## src/rtl/sp_bram_req_ctrl.sv

```systemverilog
// Request/response front end for a single-port write-first block RAM.
// Issues one-cycle RAM accesses and returns results in order through a response FIFO.
module sp_bram_req_ctrl #(
    parameter int unsigned DATA_WIDTH = 32,
    parameter int unsigned NUM_SETS   = 1024,
    parameter int unsigned RSP_DEPTH  = 4
) (
    input  logic                          clk,
    input  logic                          rst_ni,
    input  logic                          req_valid_i,
    output logic                          req_ready_o,
    input  logic                          req_we_i,
    input  logic [$clog2(NUM_SETS)-1:0]   req_addr_i,
    input  logic [DATA_WIDTH-1:0]         req_wdata_i,
    output logic                          rsp_valid_o,
    input  logic                          rsp_ready_i,
    output logic [DATA_WIDTH-1:0]         rsp_rdata_o,
    output logic                          rsp_we_o,
    output logic                          rsp_err_o,
    output logic                          mem_chip_en_o,
    output logic                          mem_wr_en_o,
    output logic [$clog2(NUM_SETS)-1:0]   mem_addr_o,
    output logic [DATA_WIDTH-1:0]         mem_wr_data_o,
    input  logic [DATA_WIDTH-1:0]         mem_rd_data_i
);

    localparam int unsigned AW = $clog2(NUM_SETS);
    localparam int unsigned PW = $clog2(RSP_DEPTH);
    localparam int unsigned CW = $clog2(RSP_DEPTH + 1);

    logic [DATA_WIDTH-1:0] fifo_data_q [RSP_DEPTH];
    logic [DATA_WIDTH-1:0] fifo_data_d [RSP_DEPTH];
    logic [RSP_DEPTH-1:0]  fifo_we_q, fifo_we_d;
    logic [RSP_DEPTH-1:0]  fifo_err_q, fifo_err_d;
    logic [PW-1:0]         wr_ptr_q, wr_ptr_d;
    logic [PW-1:0]         rd_ptr_q, rd_ptr_d;
    logic [CW-1:0]         count_q, count_d;
    logic                  inflight_q, inflight_d;
    logic                  inflight_we_q, inflight_we_d;
    logic                  inflight_err_q, inflight_err_d;

    logic                  in_range;
    logic                  fire;
    logic                  push;
    logic                  pop;
    logic [CW:0]           occupancy;

    // Limit is one bit wider than the address so a power-of-two depth still compares correctly.
    assign in_range  = ({1'b0, req_addr_i} < (AW + 1)'(NUM_SETS));
    assign occupancy = {1'b0, count_q} + (CW + 1)'(inflight_q);

    assign req_ready_o = (occupancy < (CW + 1)'(RSP_DEPTH));
    // Reset gates the handshake so nothing reaches the RAM while rst_ni is low.
    assign fire = req_valid_i & req_ready_o & rst_ni;

    assign mem_chip_en_o = fire & in_range;
    assign mem_wr_en_o   = fire & in_range & req_we_i;
    assign mem_addr_o    = fire ? req_addr_i  : '0;
    assign mem_wr_data_o = fire ? req_wdata_i : '0;

    assign push = inflight_q;
    assign pop  = rsp_valid_o & rsp_ready_i;

    assign rsp_valid_o = (count_q != '0);
    assign rsp_rdata_o = rsp_valid_o ? fifo_data_q[rd_ptr_q] : '0;
    assign rsp_we_o    = rsp_valid_o & fifo_we_q[rd_ptr_q];
    assign rsp_err_o   = rsp_valid_o & fifo_err_q[rd_ptr_q];

    always_comb begin
        inflight_d     = fire;
        inflight_we_d  = fire & req_we_i;
        inflight_err_d = fire & ~in_range;

        fifo_data_d = fifo_data_q;
        fifo_we_d   = fifo_we_q;
        fifo_err_d  = fifo_err_q;
        wr_ptr_d    = wr_ptr_q;
        rd_ptr_d    = rd_ptr_q;
        count_d     = count_q;

        if (push) begin
            fifo_data_d[wr_ptr_q] = inflight_err_q ? '0 : mem_rd_data_i;
            fifo_we_d[wr_ptr_q]   = inflight_we_q;
            fifo_err_d[wr_ptr_q]  = inflight_err_q;
            wr_ptr_d = (wr_ptr_q == PW'(RSP_DEPTH - 1)) ? '0 : wr_ptr_q + 1'b1;
        end

        if (pop) begin
            rd_ptr_d = (rd_ptr_q == PW'(RSP_DEPTH - 1)) ? '0 : rd_ptr_q + 1'b1;
        end

        if (push && !pop) begin
            count_d = count_q + 1'b1;
        end else if (pop && !push) begin
            count_d = count_q - 1'b1;
        end
    end

    always_ff @(posedge clk) begin
        if (!rst_ni) begin
            wr_ptr_q       <= '0;
            rd_ptr_q       <= '0;
            count_q        <= '0;
            inflight_q     <= 1'b0;
            inflight_we_q  <= 1'b0;
            inflight_err_q <= 1'b0;
        end else begin
            wr_ptr_q       <= wr_ptr_d;
            rd_ptr_q       <= rd_ptr_d;
            count_q        <= count_d;
            inflight_q     <= inflight_d;
            inflight_we_q  <= inflight_we_d;
            inflight_err_q <= inflight_err_d;
        end
    end

    // Storage needs no reset: entries are only visible while counted.
    always_ff @(posedge clk) begin
        fifo_data_q <= fifo_data_d;
        fifo_we_q   <= fifo_we_d;
        fifo_err_q  <= fifo_err_d;
    end

    a_no_push_full : assert property (@(posedge clk) disable iff (!rst_ni)
        push |-> (count_q != CW'(RSP_DEPTH)));

    a_no_pop_empty : assert property (@(posedge clk) disable iff (!rst_ni)
        pop |-> (count_q != '0));

    a_req_stable : assert property (@(posedge clk) disable iff (!rst_ni)
        (req_valid_i && !req_ready_o) |=> $stable({req_we_i, req_addr_i, req_wdata_i}));

endmodule

```

## config.mk

```make
export PLATFORM = sky130hd
export DESIGN_NAME = sp_bram_req_ctrl
export DESIGN_NICKNAME = d
export VERILOG_FILES = /design/src/rtl/sp_bram_req_ctrl.sv
export SDC_FILE = /design/constraint.sdc
export NUM_CORES = 1
export LEC_CHECK = 0
export ABC_CLOCK_PERIOD_IN_PS = 2520
export BUFFER_PORTS_ARGS = -buffer_cell sky130_fd_sc_hd__buf_2
export CORE_MARGIN = 5
export CORE_UTILIZATION = 53
export CTS_CLUSTER_DIAMETER = 40
export DETAILED_ROUTE_END_ITERATION = 10
export GPL_TIMING_DRIVEN = 0
export PLACE_DENSITY = 0.8
export SLEW_MARGIN = 20
export SYNTH_ARGS = -nofsm -noshare
export SYNTH_HDL_FRONTEND = slang
export SYNTH_SLANG_ARGS = --single-unit
```

## constraint.sdc

```tcl
create_clock -name clk -period 2.52 [get_ports clk]
set_clock_uncertainty 0.1 [all_clocks]
set_input_delay 0.504 -clock clk [delete_from_list [all_inputs] [get_ports clk]]
set_output_delay 0.504 -clock clk [all_outputs]
set_load 0.005 [all_outputs]
```

Yosys cells after proc, flatten, opt, wreduce, memory -nomap -nowiden
Cells that the tools add are included. Widths: inputs -> output; s select.

Latch bits: 0. Register bits after elaboration: 145. Input port bits: 79. Logic and storage cells: 63. RAM bits: 0. Memories kept: 0. Memory bits (read-only): 0.

Divide/modulo/power cells: 0. Bitwise operators: 10. Magnitude comparators: 7. Multipliers: 0. Mux-type cells: 20. Shifts and indexed selects: 0. Eq/ne operators: 2. Reductions and logical operators: 8. Add/subtract/negate cells: 5.

Operators with widths (number): $mux 32 (5); $bwmux 128 (1); $bmux 32 s2 (1); $demux 32 s2 (1); $mux 10 (1); $and 1x1->1 (6); $ge 3x3->1 const B (2); $lt 2x3->1 const B (2); $mux 3 (2); $not 2->3 (2); $add 2x1->2 const B (2); $add 3x1->4 (1); $and 4x4->4 (1); $bmux 1 s2 (2); $bwmux 4 (1); $eq 2x2->1 const B (2); $logic_and 1x1->1 (4); $lt 4x3->1 const B (1); $mux 2 (2); $not 4->4 (1); $add 3x1->3 const B (1); $lt 3x1->1 const B (1); $mux 1 (3); $reduce_bool 3->1 (1); 5 further kinds (6).

Longest topological paths before layout
Depth in word-level cells: 6. Gate-level depth with buffers: 7.

Least setup slack after synthesis
No wires, ideal clock.

Kind: register -> register. From: register count_q[0]. To: register count_q[2]. Cell stages (with the launch flop): 8. Data arrival time: 2.017 ns. Library setup time: 0.076 ns. Required time: 2.344 ns. Slack: 0.327 ns. Path buffers: 0. Cell sequence: dfxtp_1 -> o31ai_1 -> ha_1 -> inv_1 -> fa_1 -> xor2_1 -> or3_1 -> a21boi_0.

Cells in the longest elaborated chain, start to end: 5. Elaborated cells between the ends (all ways): 10. Those cells by class: add/sub (2); mux (2); bitwise (1); reduce/logical (5).

Ends and longest elaborated chain: start: declaration (RTL line 37) `logic [CW-1:0] count_q, count_d;`; start signal: assignment (RTL line 110) `count_q <= count_d;`; branches (longest 5 deep; another with $sub 3x1->3).

Parallel ways; which one is timed is not known. The select of a mux whose other input is x is not followed. A chain may end at the register's enable or synchronous reset.

Worst setup path in the final report
From: register rd_ptr_q[0]. To: output rsp_rdata_o[12].

Cells in the longest elaborated chain, start to end: 5.

Ends and longest elaborated chain: start: declaration (RTL line 36) `logic [PW-1:0] rd_ptr_q, rd_ptr_d;`; start signal: assignment (RTL line 109) `rd_ptr_q <= rd_ptr_d;`; $not 2->3 (not written as such) (RTL line 65) `assign rsp_rdata_o = rsp_valid_o ? fifo_data_q[rd_ptr_q] : '0;`; $bmux 32 s2 (RTL line 65); $mux 32 (not written as such) (2 in a row) (RTL line 65); $mux 32 (RTL line 65); end: declaration (RTL line 17) `output logic [DATA_WIDTH-1:0] rsp_rdata_o,`.

Every way passes these cells. The select of a mux whose other input is x is not followed.

==> impl_metrics.yaml <==
outcome:
  outcome: "complete, no violations"
synthesis:
  ys_ff_latch: 145
  synth_area_leaders: "edfxtp_1 68%, mux4_2 13%, nor2b_1 4.3%"
  ys.flop_type: "edfxtp_1"
  syn-num-nets: 403
  synth_cell_types: 25
  ys_seq_area_frac: 0.710
  yosysTopAreaCell: "edfxtp_1"
  synth-edff-count: 136
  synth.cell_area_um2: 6010
  postSynth.asyncResetShare: 0
  syn-instance-count: 317
  avgSynthCellArea_um2: 18.9
  synth_top_area_share: 0.680
  yosysWarnings: 0
critical_path:
  critPathRequiredTime_ps: 1920
  worst_setup_path_start_kind: "flop"
  crit_path_end: "rsp_rdata_o[12]"
  rrSetupSlack_ps: 150
  reg2reg_from: "count_q[2]$_SDFFE_PN0P_"
  path_max_fanout: 7
  startpoint: "rd_ptr_q[0]$_SDFFE_PN0P_"
  criticalPathCategory: "reg2out"
  end_kind: "output pin"
  rr_endpoint: "count_q[2]$_SDFFE_PN0P_"
  arrival_ps: 1860
  r2r_cells: 7
power:
  p_leak_nw: 3.04
  ir_worst_vdd_uv: 715
  p_per_area_nw_per_um2: 940
die:
  num_rows: 38
  die_w_um: 116
  ios: 159
  start_util: 0.547
  dieArea_um2: 13600
  core-area_um2: 11000
  fp.dieH_um: 116
finish:
  syn2layout_area_growth_pct: 30.6
  instances_no_fill: 657
  final_net_count: 589
  nFillCells: 695
  layout-drive-gt1-share: 0.519
  fin_util: 0.714
  fin_area_um2: 7850
  seqCellArea_um2: 4270
  multi_input_area_um2: 1620
clocking:
  cts_tree: "done"
  clk_latency_ps: 400
  numCtsBuffers: 17
  holdBufCountCts: 0
  clkTransAtPathRegs_ps: 60
  max-clock-path-buffers: 2
  htreeDepth: 4
  cts_sinks: 145
  cts-root-buf: "clkbuf_16"
global_routing:
  grt-ovfl-total: 0
  grt_pass1_wl_mm: 19.5
  grt_start_max_net_pins: 25
  antenna_found_initial: 0
  grt.total_usage: 0.194
  grt_pass1_vias: 3640
timing:
  fmax_ghz: 0.405
  finalHoldViolations: 0
  setup_violations: 0
  layout_setup_ws_ps: 53.1
  period_share: 0.979
  slew_viol_final: 0
  worst_pin_slew_ps: 419
  period_needed_ps: 2470
  slew_headroom: 0.719
  rsz0062_at_grt: "true"
  finalSetupTns_ps: 0
worst_hold_path:
  worstHoldPathType: "in2reg"
job:
  maxCapViolations: 0
detailed_routing:
  vias: 3391
  first_pass_iters: 4
  drt_drc_violations_left: 0
  post_drt_wl_per_cell_um: 19.7
  antenna_left: 0
  drt-total-wl_mm: 12.9
  drt-initial-drc-count: 217
  vias_per_cell: 5.16
placement:
  port_buffers: 157
  dp.cells: 618
  dp_hpwl_mm: 8.40
  placed_cell_area_um2: 7050
  gp_congestion: 0.741
  pre_cts_slack_ps: 42.6
cells in the mapped netlist (all sizes together) (2+ instances only):
master / n
mux4: 34
clkbuf: 4
and2: 49
dfxtp: 9
nor2b: 41
or3: 2
inv: 4
ha: 6
a21boi: 2
mux2i: 3
o21ai: 2
nand2: 2
buf: 13
edfxtp: 136
and3: 2
report_power, final:
group / internal (mW) / switching (mW)
clock: 1.56 / 0.938
combinational: 1.09 / 0.927
sequential: 2.78 / 0.0883
worst min-delay path by stage:
stage | startpoint | endpoint | slack (ps) | cells after the start
3_5_place_dp | inflight_we_q$_SDFF_PN0_ | fifo_we_q[2]$_DFFE_PP_ | 370 | 0
4_1_cts | mem_rd_data_i[3] | fifo_data_q[35]$_DFFE_PP_ | 190 | 1
6_report | mem_rd_data_i[3] | fifo_data_q[35]$_DFFE_PP_ | 200 | 1
2_1_floorplan | inflight_we_q$_SDFF_PN0_ | fifo_we_q[0]$_DFFE_PP_ | 340 | 0
3_3_place_gp | inflight_we_q$_SDFF_PN0_ | fifo_we_q[2]$_DFFE_PP_ | 350 | 0
5_1_grt | mem_rd_data_i[27] | fifo_data_q[59]$_DFFE_PP_ | 200 | 1
critical path: stages (launching register included):
cell and delay, ps:
dfxtp_2 350, buf_12 170, buf_12 130, mux4_2 490, nor2b_1 160, buf_2 150
cells by family after synthesis:
logic type	Yosys count	synth area share
simple gates	99	0.106
fa+ha+maj	7	0.0158
xor+xnor	2	0.00292
compound gates	6	0.00750
buf+inv	21	0.0252
mux	37	0.132
flops	145	0.710
cell usage in the layout (no fill, tap or decap), types with 2 or more instances in the layout:
cell       synthesis  routed
buf_2              4     157
edfxtp_1         136     136
nor2b_1           41      39
and2_1            40      36
mux4_2            34      34
clkbuf_16          0      20
buf_12             0       9
and2_4             9       9
buf_6              9       7
ha_1               6       6
dfxtp_1            9       6
and2_2             0       4
inv_1              4       4
clkinv_2           0       4
clkinv_4           0       4
clkbuf_2           0       3
buf_4              0       3
clkbuf_1           4       3
mux2i_1            3       3
bufinv_16          0       3
dfxtp_2            0       3
and3_1             2       2
nor2b_4            0       2
or3_1              2       2
nand2_1            2       2
a21boi_0           2       2
o21ai_0            2       2
stage by stage:
step           power, mW  hold slack (ps)
3_5_place_dp        4.66              369
5_1_grt             7.73              195
4_1_cts             7.22              191
3_3_place_gp        4.60              349
2_1_floorplan       3.94              338
6_report            7.38              205
layer usage:
metal  part of all wire  global-route usage
met4             0.0078              0.0534
met5                  0                   0
met2               0.53               0.319
met3              0.046              0.0508
met1               0.41               0.260
what timing repair did:
action	4_1_cts	5_1_grt
gates resized for setup	11	18
setup endpoints to repair	69	61
gates cloned	0	3
buffers inserted	1	2
pin swaps	0	1
state kept, by name, indices dropped and copies added (netlist names):
name	cells
count_q	3
fifo_data_q	128
fifo_err_q	4
fifo_we_q	4
inflight_q	1
inflight_we_q	1
rd_ptr_q	2
wr_ptr_q	2
cell type report:
cell class	instances	share of cell area
diodes	1	0.000319
plain buffers	17	0.0246
clock buffers	19	0.0552
clock inverters	13	0.0206
inverters	4	0.00191
multi-input cells	151	0.207
flip-flops and latches	145	0.544
well taps	140	0.0223
repair buffers	167	0.124
Power figures use the tool's default switching activity.
